===== config.mk =====
export PLATFORM = sky130hd
export DESIGN_NAME = bp_fe_fetch_queue
export DESIGN_NICKNAME = d
export VERILOG_FILES = /design/src/rtl/bp_fe_fetch_queue.sv
export SDC_FILE = /design/constraint.sdc
export NUM_CORES = 1
export LEC_CHECK = 0
export ABC_AREA = 1
export BUFFER_PORTS_ARGS = -buffer_cell sky130_fd_sc_hd__buf_2
export CAP_MARGIN = 20
export CORE_UTILIZATION = 25
export CTS_CLUSTER_DIAMETER = 80
export DETAILED_ROUTE_END_ITERATION = 7
export HOLD_SLACK_MARGIN = 0.1
export SYNTH_ARGS = -nofsm -noshare
export SYNTH_HDL_FRONTEND = slang
export SYNTH_SLANG_ARGS = --single-unit

===== constraint.sdc =====
create_clock -name clk_i -period 4.2 [get_ports clk_i]
set_input_delay 0.21 -clock clk_i [delete_from_list [all_inputs] [get_ports clk_i]]
set_output_delay 0.21 -clock clk_i [all_outputs]
set_load 0.01 [all_outputs]

===== src/rtl/bp_fe_fetch_queue.sv =====
// -----------------------------------------------------------------------------
// bp_fe_fetch_queue
//
// Decoupling FIFO between the FE fetch pipeline (pc_gen/mem pair) and the BE
// fe_queue port. It replaces the fixed single-entry FE->BE handoff with a queue
// of configurable depth and payload width. It also reports occupancy and can be
// flushed by the BE.
//
// Parameters
//   els_p        queue depth in entries (>= 2, need not be a power of two)
//   width_p      payload width in bits; the FE top sets this to fe_queue_width_lp
//   ptr_width_lp read/write pointer width (safe clog2 of els_p)
//   cnt_width_lp occupancy width (safe clog2 of els_p+1)
//
// Ports
//   clk_i             clock
//   reset_i           synchronous, active-high reset (has priority over flush_i)
//   enq_i / enq_v_i   packet from the fetch pipeline and its valid
//   enq_ready_o       queue can accept; enqueue fires on enq_v_i & enq_ready_o
//   fe_queue_o        head packet to the BE
//   fe_queue_v_o      head valid
//   fe_queue_ready_i  BE accepts; dequeue fires on fe_queue_v_o & fe_queue_ready_i
//   flush_i           BE redirect: discard every entry this cycle
//   count_o           current occupancy
//
// Configuration macro
//   BP_FE_FETCH_QUEUE_BYPASS_EN  when defined, an empty, unflushed queue passes
//   enq_i straight to fe_queue_o in the same cycle. If the BE takes the packet
//   in that cycle, the packet is never written to storage.
// -----------------------------------------------------------------------------
module bp_fe_fetch_queue #(
  parameter  int els_p        = 4,
  parameter  int width_p      = 64,
  localparam int ptr_width_lp = (els_p > 1) ? $clog2(els_p) : 1,
  localparam int cnt_width_lp = (els_p > 0) ? $clog2(els_p + 1) : 1
) (
  input  logic                    clk_i,
  input  logic                    reset_i,
  input  logic [width_p-1:0]      enq_i,
  input  logic                    enq_v_i,
  output logic                    enq_ready_o,
  output logic [width_p-1:0]      fe_queue_o,
  output logic                    fe_queue_v_o,
  input  logic                    fe_queue_ready_i,
  input  logic                    flush_i,
  output logic [cnt_width_lp-1:0] count_o
);

  localparam logic [cnt_width_lp-1:0] full_cnt_lp = cnt_width_lp'(els_p);
  localparam logic [ptr_width_lp-1:0] last_ptr_lp = ptr_width_lp'(els_p - 1);

  logic [width_p-1:0]      mem_r [els_p];
  logic [ptr_width_lp-1:0] rptr_r;
  logic [ptr_width_lp-1:0] wptr_r;
  logic [cnt_width_lp-1:0] count_r;

  logic empty_s;
  logic full_s;
  logic enq_fire_s;
  logic deq_fire_s;
  logic write_s;  // enqueue that actually lands in storage
  logic pop_s;    // dequeue that actually removes a stored entry
`ifdef BP_FE_FETCH_QUEUE_BYPASS_EN
  logic bypass_s;
`endif

  // The wrap is explicit so that non-power-of-two depths still cycle through every entry.
  function automatic logic [ptr_width_lp-1:0] next_ptr(input logic [ptr_width_lp-1:0] ptr);
    next_ptr = (ptr == last_ptr_lp) ? ptr_width_lp'(0) : ptr + ptr_width_lp'(1);
  endfunction

  // Handshake and head selection, derived from registered occupancy and flush_i.
  always_comb begin
    empty_s     = (count_r == cnt_width_lp'(0));
    full_s      = (count_r == full_cnt_lp);
    // A full queue refuses enq even if a dequeue fires in the same cycle.
    // Doing so keeps enq_ready_o off the fe_queue_ready_i path.
    enq_ready_o = ~full_s & ~flush_i;
    enq_fire_s  = enq_v_i & enq_ready_o;
`ifdef BP_FE_FETCH_QUEUE_BYPASS_EN
    bypass_s = empty_s & ~flush_i;
    if (bypass_s) begin
      fe_queue_v_o = enq_v_i;
      fe_queue_o   = enq_i;
    end else begin
      fe_queue_v_o = ~empty_s & ~flush_i;
      fe_queue_o   = mem_r[rptr_r];
    end
    deq_fire_s = fe_queue_v_o & fe_queue_ready_i;
    // A bypassed packet consumed in the same cycle never touches storage.
    write_s    = enq_fire_s & ~(bypass_s & fe_queue_ready_i);
    pop_s      = deq_fire_s & ~empty_s;
`else
    fe_queue_v_o = ~empty_s & ~flush_i;
    fe_queue_o   = mem_r[rptr_r];
    deq_fire_s   = fe_queue_v_o & fe_queue_ready_i;
    write_s      = enq_fire_s;
    pop_s        = deq_fire_s;
`endif
  end

  // Pointer and occupancy state; reset outranks flush, and flush outranks any transfer.
  always_ff @(posedge clk_i) begin
    if (reset_i) begin
      rptr_r  <= ptr_width_lp'(0);
      wptr_r  <= ptr_width_lp'(0);
      count_r <= cnt_width_lp'(0);
    end else if (flush_i) begin
      rptr_r  <= ptr_width_lp'(0);
      wptr_r  <= ptr_width_lp'(0);
      count_r <= cnt_width_lp'(0);
    end else begin
      if (write_s) begin
        wptr_r <= next_ptr(wptr_r);
      end
      if (pop_s) begin
        rptr_r <= next_ptr(rptr_r);
      end
      count_r <= count_r + cnt_width_lp'(write_s) - cnt_width_lp'(pop_s);
    end
  end

  // Payload storage; contents need no reset because occupancy gates visibility.
  always_ff @(posedge clk_i) begin
    if (write_s) begin
      mem_r[wptr_r] <= enq_i;
    end
  end

  assign count_o = count_r;

  bp_fe_fetch_queue_checker #(
    .els_p       (els_p),
    .cnt_width_lp(cnt_width_lp)
  ) checker_inst (
    .clk_i  (clk_i),
    .reset_i(reset_i),
    .flush_i(flush_i),
    .write_i(write_s),
    .pop_i  (pop_s),
    .count_i(count_r)
  );

endmodule

// -----------------------------------------------------------------------------
// bp_fe_fetch_queue_checker
//
// Property checks for the fetch queue: no storage write while full and no
// storage pop while empty.
//
// Ports
//   clk_i, reset_i, flush_i  queue clock, reset and flush
//   write_i, pop_i           storage write / pop strobes
//   count_i                  registered occupancy
// -----------------------------------------------------------------------------
module bp_fe_fetch_queue_checker #(
  parameter int els_p        = 4,
  parameter int cnt_width_lp = 3
) (
  input logic                    clk_i,
  input logic                    reset_i,
  input logic                    flush_i,
  input logic                    write_i,
  input logic                    pop_i,
  input logic [cnt_width_lp-1:0] count_i
);

  localparam logic [cnt_width_lp-1:0] full_cnt_lp = cnt_width_lp'(els_p);

  no_enq_when_full_a: assert property (@(posedge clk_i) disable iff (reset_i || flush_i)
    !(write_i && (count_i == full_cnt_lp)));

  no_deq_when_empty_a: assert property (@(posedge clk_i) disable iff (reset_i || flush_i)
    !(pop_i && (count_i == cnt_width_lp'(0)) && !write_i));

endmodule


## After elaboration in Yosys (flattened, before gate mapping)

Memories as Yosys holds them, arrays and structs flattened. A register that Yosys moved wholly into a read port is not among the register bits.
Cells that the tools add are included.

| storage, ports and cells | value |
|---|---|
| register bits | 7 |
| RAM bits | 256 |
| output and inout bits | 69 |
| memories | 1 |

| cells by class | value |
|---|---|
| add/sub/neg operators | 4 |
| equality and inequality tests | 3 |
| mux-type cells | 6 |
| bitwise gates (word level) | 7 |
| reduce and logical (&&, ||, !) cells | 2 |

Memories:

| memory | depth | bits a word | rd ports | clocked after memory_dff | write ports | line | text |
|---|---|---|---|---|---|---|---|
| mem_r | 4 | 64 | 1 | 1 | 1 | 52 | `logic [width_p-1:0] mem_r [els_p];` |

Operators by type and width:

| kind | number |
|---|---|
| 2-bit 2-to-1 mux | 4 |
| 2-bit by 1-bit adder with 2-bit output, second input constant | 2 |
| 1-bit bitwise AND | 4 |
| 2-bit == test, second input constant | 2 |
| 3-bit by 1-bit adder with 3-bit output | 1 |
| 3-bit == test, second input constant | 1 |
| 3-bit zero test | 1 |
| 1-bit NOT | 3 |
| 3-bit by 1-bit subtractor with 3-bit output | 1 |
| 1-bit 2-to-1 mux | 2 |
| 2-bit OR reduction | 1 |

## Longest topological paths before layout

| logic depth | value |
|---|---|
| word-level depth | 6 |
| gate-level depth with buffers | 11 |
| mapped depth without buffers | 11 |

## Least setup slack after synthesis

Ideal clock, no wire load.

| path | value |
|---|---|
| path type | register to register |
| start | register count_r[1], in the netlist count_o[1] |
| end | memory mem_r[0][0] (enable) |
| library setup time | 0.487 ns |
| arrival | 3.410 ns |
| data required time | 3.713 ns |
| path slack | 0.303 ns |
| cell stages (with the launch flop) | 5 |
| path buffers | 0 |
| cells stage by stage | dfxtp_1 > nor2_1 > nand2_1 > nand3_2 > nor2_1 |

| on the way | value |
|---|---|
| longest elaborated chain between the ends | 6 |

Ends and longest elaborated chain:

| element | line | text |
|---|---|---|
| from (decl) | 55 | `logic [cnt_width_lp-1:0] count_r;` |
| from (signal assigned) | 107 | `count_r <= cnt_width_lp'(0);` |
| from (signal assigned) | 111 | `count_r <= cnt_width_lp'(0);` |
| from (signal assigned) | 119 | `count_r <= count_r + cnt_width_lp'(write_s) - cnt_width_lp'(pop_s);` |
| 3-bit == test | 75 | `full_s = (count_r == full_cnt_lp);` |
| 1-bit NOT | 78 | `enq_ready_o = ~full_s & ~flush_i;` |
| 1-bit bitwise AND | 78 |  |
| 1-bit bitwise AND | 79 | `enq_fire_s = enq_v_i & enq_ready_o;` |
| 1-bit 2-to-1 mux | 125 | `if (write_s) begin` |
| 1-bit 2-to-1 mux (not written as such) | 126 | `mem_r[wptr_r] <= enq_i;` |
| to (decl) | 52 |  |

No other way between the ends.

==> results.md <==
Place:
- The placed standard-cell area is around 11000 sq um.
- The detailed placement HPWL is 12.5 mm.
- During placement, the flow inserted port buffers numbering 137.
- The global placement routability congestion is 0.714.

Detailed routing:
- The DRC marker count from the first detailed-route iteration is 229.
- The first detailed-routing pass ran for 4 iterations.
- Summed over all layers, the routed wires come to 23.4 mm.
- Dividing the detail-routed wire length by the instance count gives 16.3 um.
- After detailed routing, the number of vias per cell comes to around 4.4.
- For this run, design rule violations remaining after detail routing come to 0.
- The amount of wire on met2 after detailed routing is 11.2 mm.
- After detailed routing, the met3 layer carries approximately 1.3 mm of wire.
- The topmost layer with routed signal wires is met4.
- Across all layers, the routed design uses 6272 vias.
- In this run the remaining antenna-violating nets after routing total 0.
- After detailed routing, the wire length on met1 is 10.4 mm.

Clock network:
- In this run the number of H-tree levels came out at 1.
- The CTS tree is done.
- The number of clock buffers added by TritonCTS is 29.
- The clock latency reported for the late side of the worst-skew pair is 570 ps.
- The maximum count of clock buffers along a single path is 3.
- Clock-pin slew was measured on the worst setup and hold paths at 60 ps.
- The number of gates resized after CTS was 0.
- The post-cts hold buffer count is 68.
- The clock drives 265 sinks.
- The number of post-CTS setup repair buffers is 0.
- The cell at the root of the clock tree is sky130_fd_sc_hd__clkbuf_16.

Pwr:
- The power dissipated by switching net loads is 1.18 mW.
- VDD sags by at most 0.000319 V.
- Of the total power, the clock network draws 0.433.
- The sequential share of power is 0.518.
- The relative contribution of combinational cells to total power is 0.049.
- The leakage power figure is 4.49 nW.
- Of the total power, the share spent switching nets is 0.207.
- The design internal power is 4.53 mW.
- In this run the power density over the cells is 446 nW/um^2.

Setup path:
- The critical path endpoint category is an output pin.
- For this run, the slowest stage of the critical path takes 790 ps.
- The cell at the slowest stage of the critical path is sky130_fd_sc_hd__inv_4.
- For the worst flop-to-flop path, the logic depth is 5.
- The critical path required time is 3990 ps.
- The worst setup path is of the register to output pin kind.
- STA puts the critical path data arrival time at 2840 ps.
- The cell count along the critical path is 5.
- The critical path contains buffers and inverters numbering 3 combined.
- STA classifies the critical path startpoint as a register.
- The highest net fanout along the worst path is between 80 and 90.
- The largest delay contributor family on the critical path is buffers and inverters.
- The signal on the critical path passes through inv_4 > buf_4 > o21ai_1 > o22ai_1 > buf_2.

GRT:
- The total grt overflow is 0.
- The global routing usage summed across all routing layers is 0.113.
- The number of antenna violations at the first check in global routing is 2.
- The number of global-route vias before repair was 6248.
- The largest net degree at the start of global routing is 88.
- The first global-routing pass estimated 35.7 mm of wire.

Yosys:
- Synthesis inferred 265 register bits.
- The synthesized netlist occupies a cell area of approximately 10000 sq um.
- The share of the synthesized area in the top cell type is 0.767.
- Of the synthesized area, sequential elements account for 0.785.
- Synthesis produced a netlist whose cell count is around 700.
- The top cell type by total area after synthesis is sky130_fd_sc_hd__edfxtp_1.
- The count of unique library cells instantiated by Yosys is 21.
- The total nets after synthesis is 771.
- The Yosys step of the flow raised 0 warnings.
- A synthesized cell averages 14.4 sq um.
- By area the synthesized netlist is led by sky130_fd_sc_hd__edfxtp_1 (77%), sky130_fd_sc_hd__nor2_1 (5.5%), sky130_fd_sc_hd__o22ai_1 (4.0%).

Floorplan:
- The die covers 40900 sq um.
- The core region is 39100 sq um.
- The number of top-level design ports is 138.
- After floorplanning, the core was divided into 72 placement rows.
- The initial core utilization is 0.256.
- The die is 202 um tall.
- The floorplan step set the die width to 202 um.

Timing:
- The actual transition at the worst max-transition pin is 1070 ps.
- Setup repair after global routing left no endpoint under its margin.
- The clock period could shrink to roughly 3000 ps.
- The worst slew slack as a fraction of its limit is 0.288.
- The share of the clock period used by the worst path is 0.725.
- Setup violations remaining at the end of the flow were counted as 0.
- The worst-case clock skew is 24.3 ps.
- For the final routed database, the setup TNS stands at 0 ps.
- For this run, the top clock speed supported by timing is 328 MHz.
- The final-report hold violation count is 0.
- The final-report max-slew violation count is 0.

Worst hold path:
- The cell depth of the worst hold path is 6.
- The tightest min-delay check is of the input pin to register type.

Layout:
- The final core area utilization is 0.328.
- The number of fillers in the final layout is 3840.
- From synthesis to final layout, the design area changed by 27.9%.
- The share of cells above drive strength 1 is 0.210.
- After routing the design area is 12800 sq um.
- Leaving out fill and tap cells, the most frequent cells in the layout are sky130_fd_sc_hd__edfxtp_1 (256), sky130_fd_sc_hd__nor2_1 (143), sky130_fd_sc_hd__buf_2 (137).
- In the final design database the tool counted 975 nets.
- The most frequent standard cell in the layout excluding fill and tap cells is sky130_fd_sc_hd__edfxtp_1.

Flow run:
- Max-cap violations in this run came to 0.

Outcome:
- The run finished with clean final reports.
per-stage QoR:
stage / setup slack, ps / power (mW) / hold WS [ps] / cells
2_1_floorplan: 303 / 3.12 / 309 / 694
6_report: 1150 / 5.71 / 187 / 1437
3_3_place_gp: 1730 / 3.24 / 425 / 1317
4_1_cts: 1090 / 5.79 / 151 / 1436
3_5_place_dp: 1720 / 3.25 / 429 / 1317
5_1_grt: 955 / 5.92 / 209 / 1437
flip-flops by register name, summed over array words and instances (netlist names), named ones only:
register  flops
mem_r       256
count_o       3
rptr_r        2
wptr_r        2
synthesized netlist by cell type, drive strengths merged:
cell    number
clkbuf      17
clkinv       1
a21oi        3
inv         21
dfxtp        9
edfxtp     256
fa           1
o22ai       64
ha           7
nor2       147
nand3        2
o21ai      129
nand4        1
nand2       12
buf         24
final timing paths:
check,start,endpoint,slack (ps)
max,register,fe_queue_o[47],1150
min,flush_i,register,190
max reg2reg,count_o[1],mem_r[1][40],1840
min reg2reg,rptr_r[1],register,530
final cells by class:
| class | instances | area [sq um] | area share |
|---|---|---|---|
| Sequential cell | 265 | 7870 | 0.614 |
| Antenna cell | 1 | 2.50 | 0.000195 |
| Multi-Input combinational cell | 366 | 1820 | 0.142 |
| Timing Repair Buffer | 214 | 1470 | 0.115 |
| Clock buffer | 38 | 759 | 0.0593 |
| Clock inverter | 13 | 158 | 0.0123 |
| Inverter | 22 | 85.1 | 0.00664 |
| Tap cell | 518 | 648 | 0.0506 |
layer usage:
metal,vias to the layer above,GRT usage
met4,0,0.0368
met1,3083,0.143
met5,-,0
li1,2988,-
met2,161,0.192
met3,40,0.0226
cells by family after synthesis:
family	after synthesis	share of synthesized area
flops	265	0.785
compound gates	196	0.106
simple gates	162	0.0617
buf+inv	63	0.0367
fa+ha+maj	8	0.0107
power groups by stage:
| stage | Combinational [mW] | Sequential, mW | Clock [mW] |
|---|---|---|---|
| 2_1_floorplan | 0.101 | 3.02 | 0 |
| 3_3_place_gp | 0.228 | 3.01 | 0 |
| 3_5_place_dp | 0.232 | 3.02 | 0 |
| 4_1_cts | 0.284 | 2.96 | 2.55 |
| 5_1_grt | 0.307 | 2.96 | 2.65 |
| 6_report | 0.280 | 2.96 | 2.47 |
tightest hold or removal path, stage by stage:
cell and delay, ps:
sky130_fd_sc_hd__buf_2 110, sky130_fd_sc_hd__inv_1 70, sky130_fd_sc_hd__nand3_1 150, sky130_fd_sc_hd__nand2_1 70, sky130_fd_sc_hd__inv_1 40, sky130_fd_sc_hd__nor2_1 50
(Power assumes the default switching activity.)
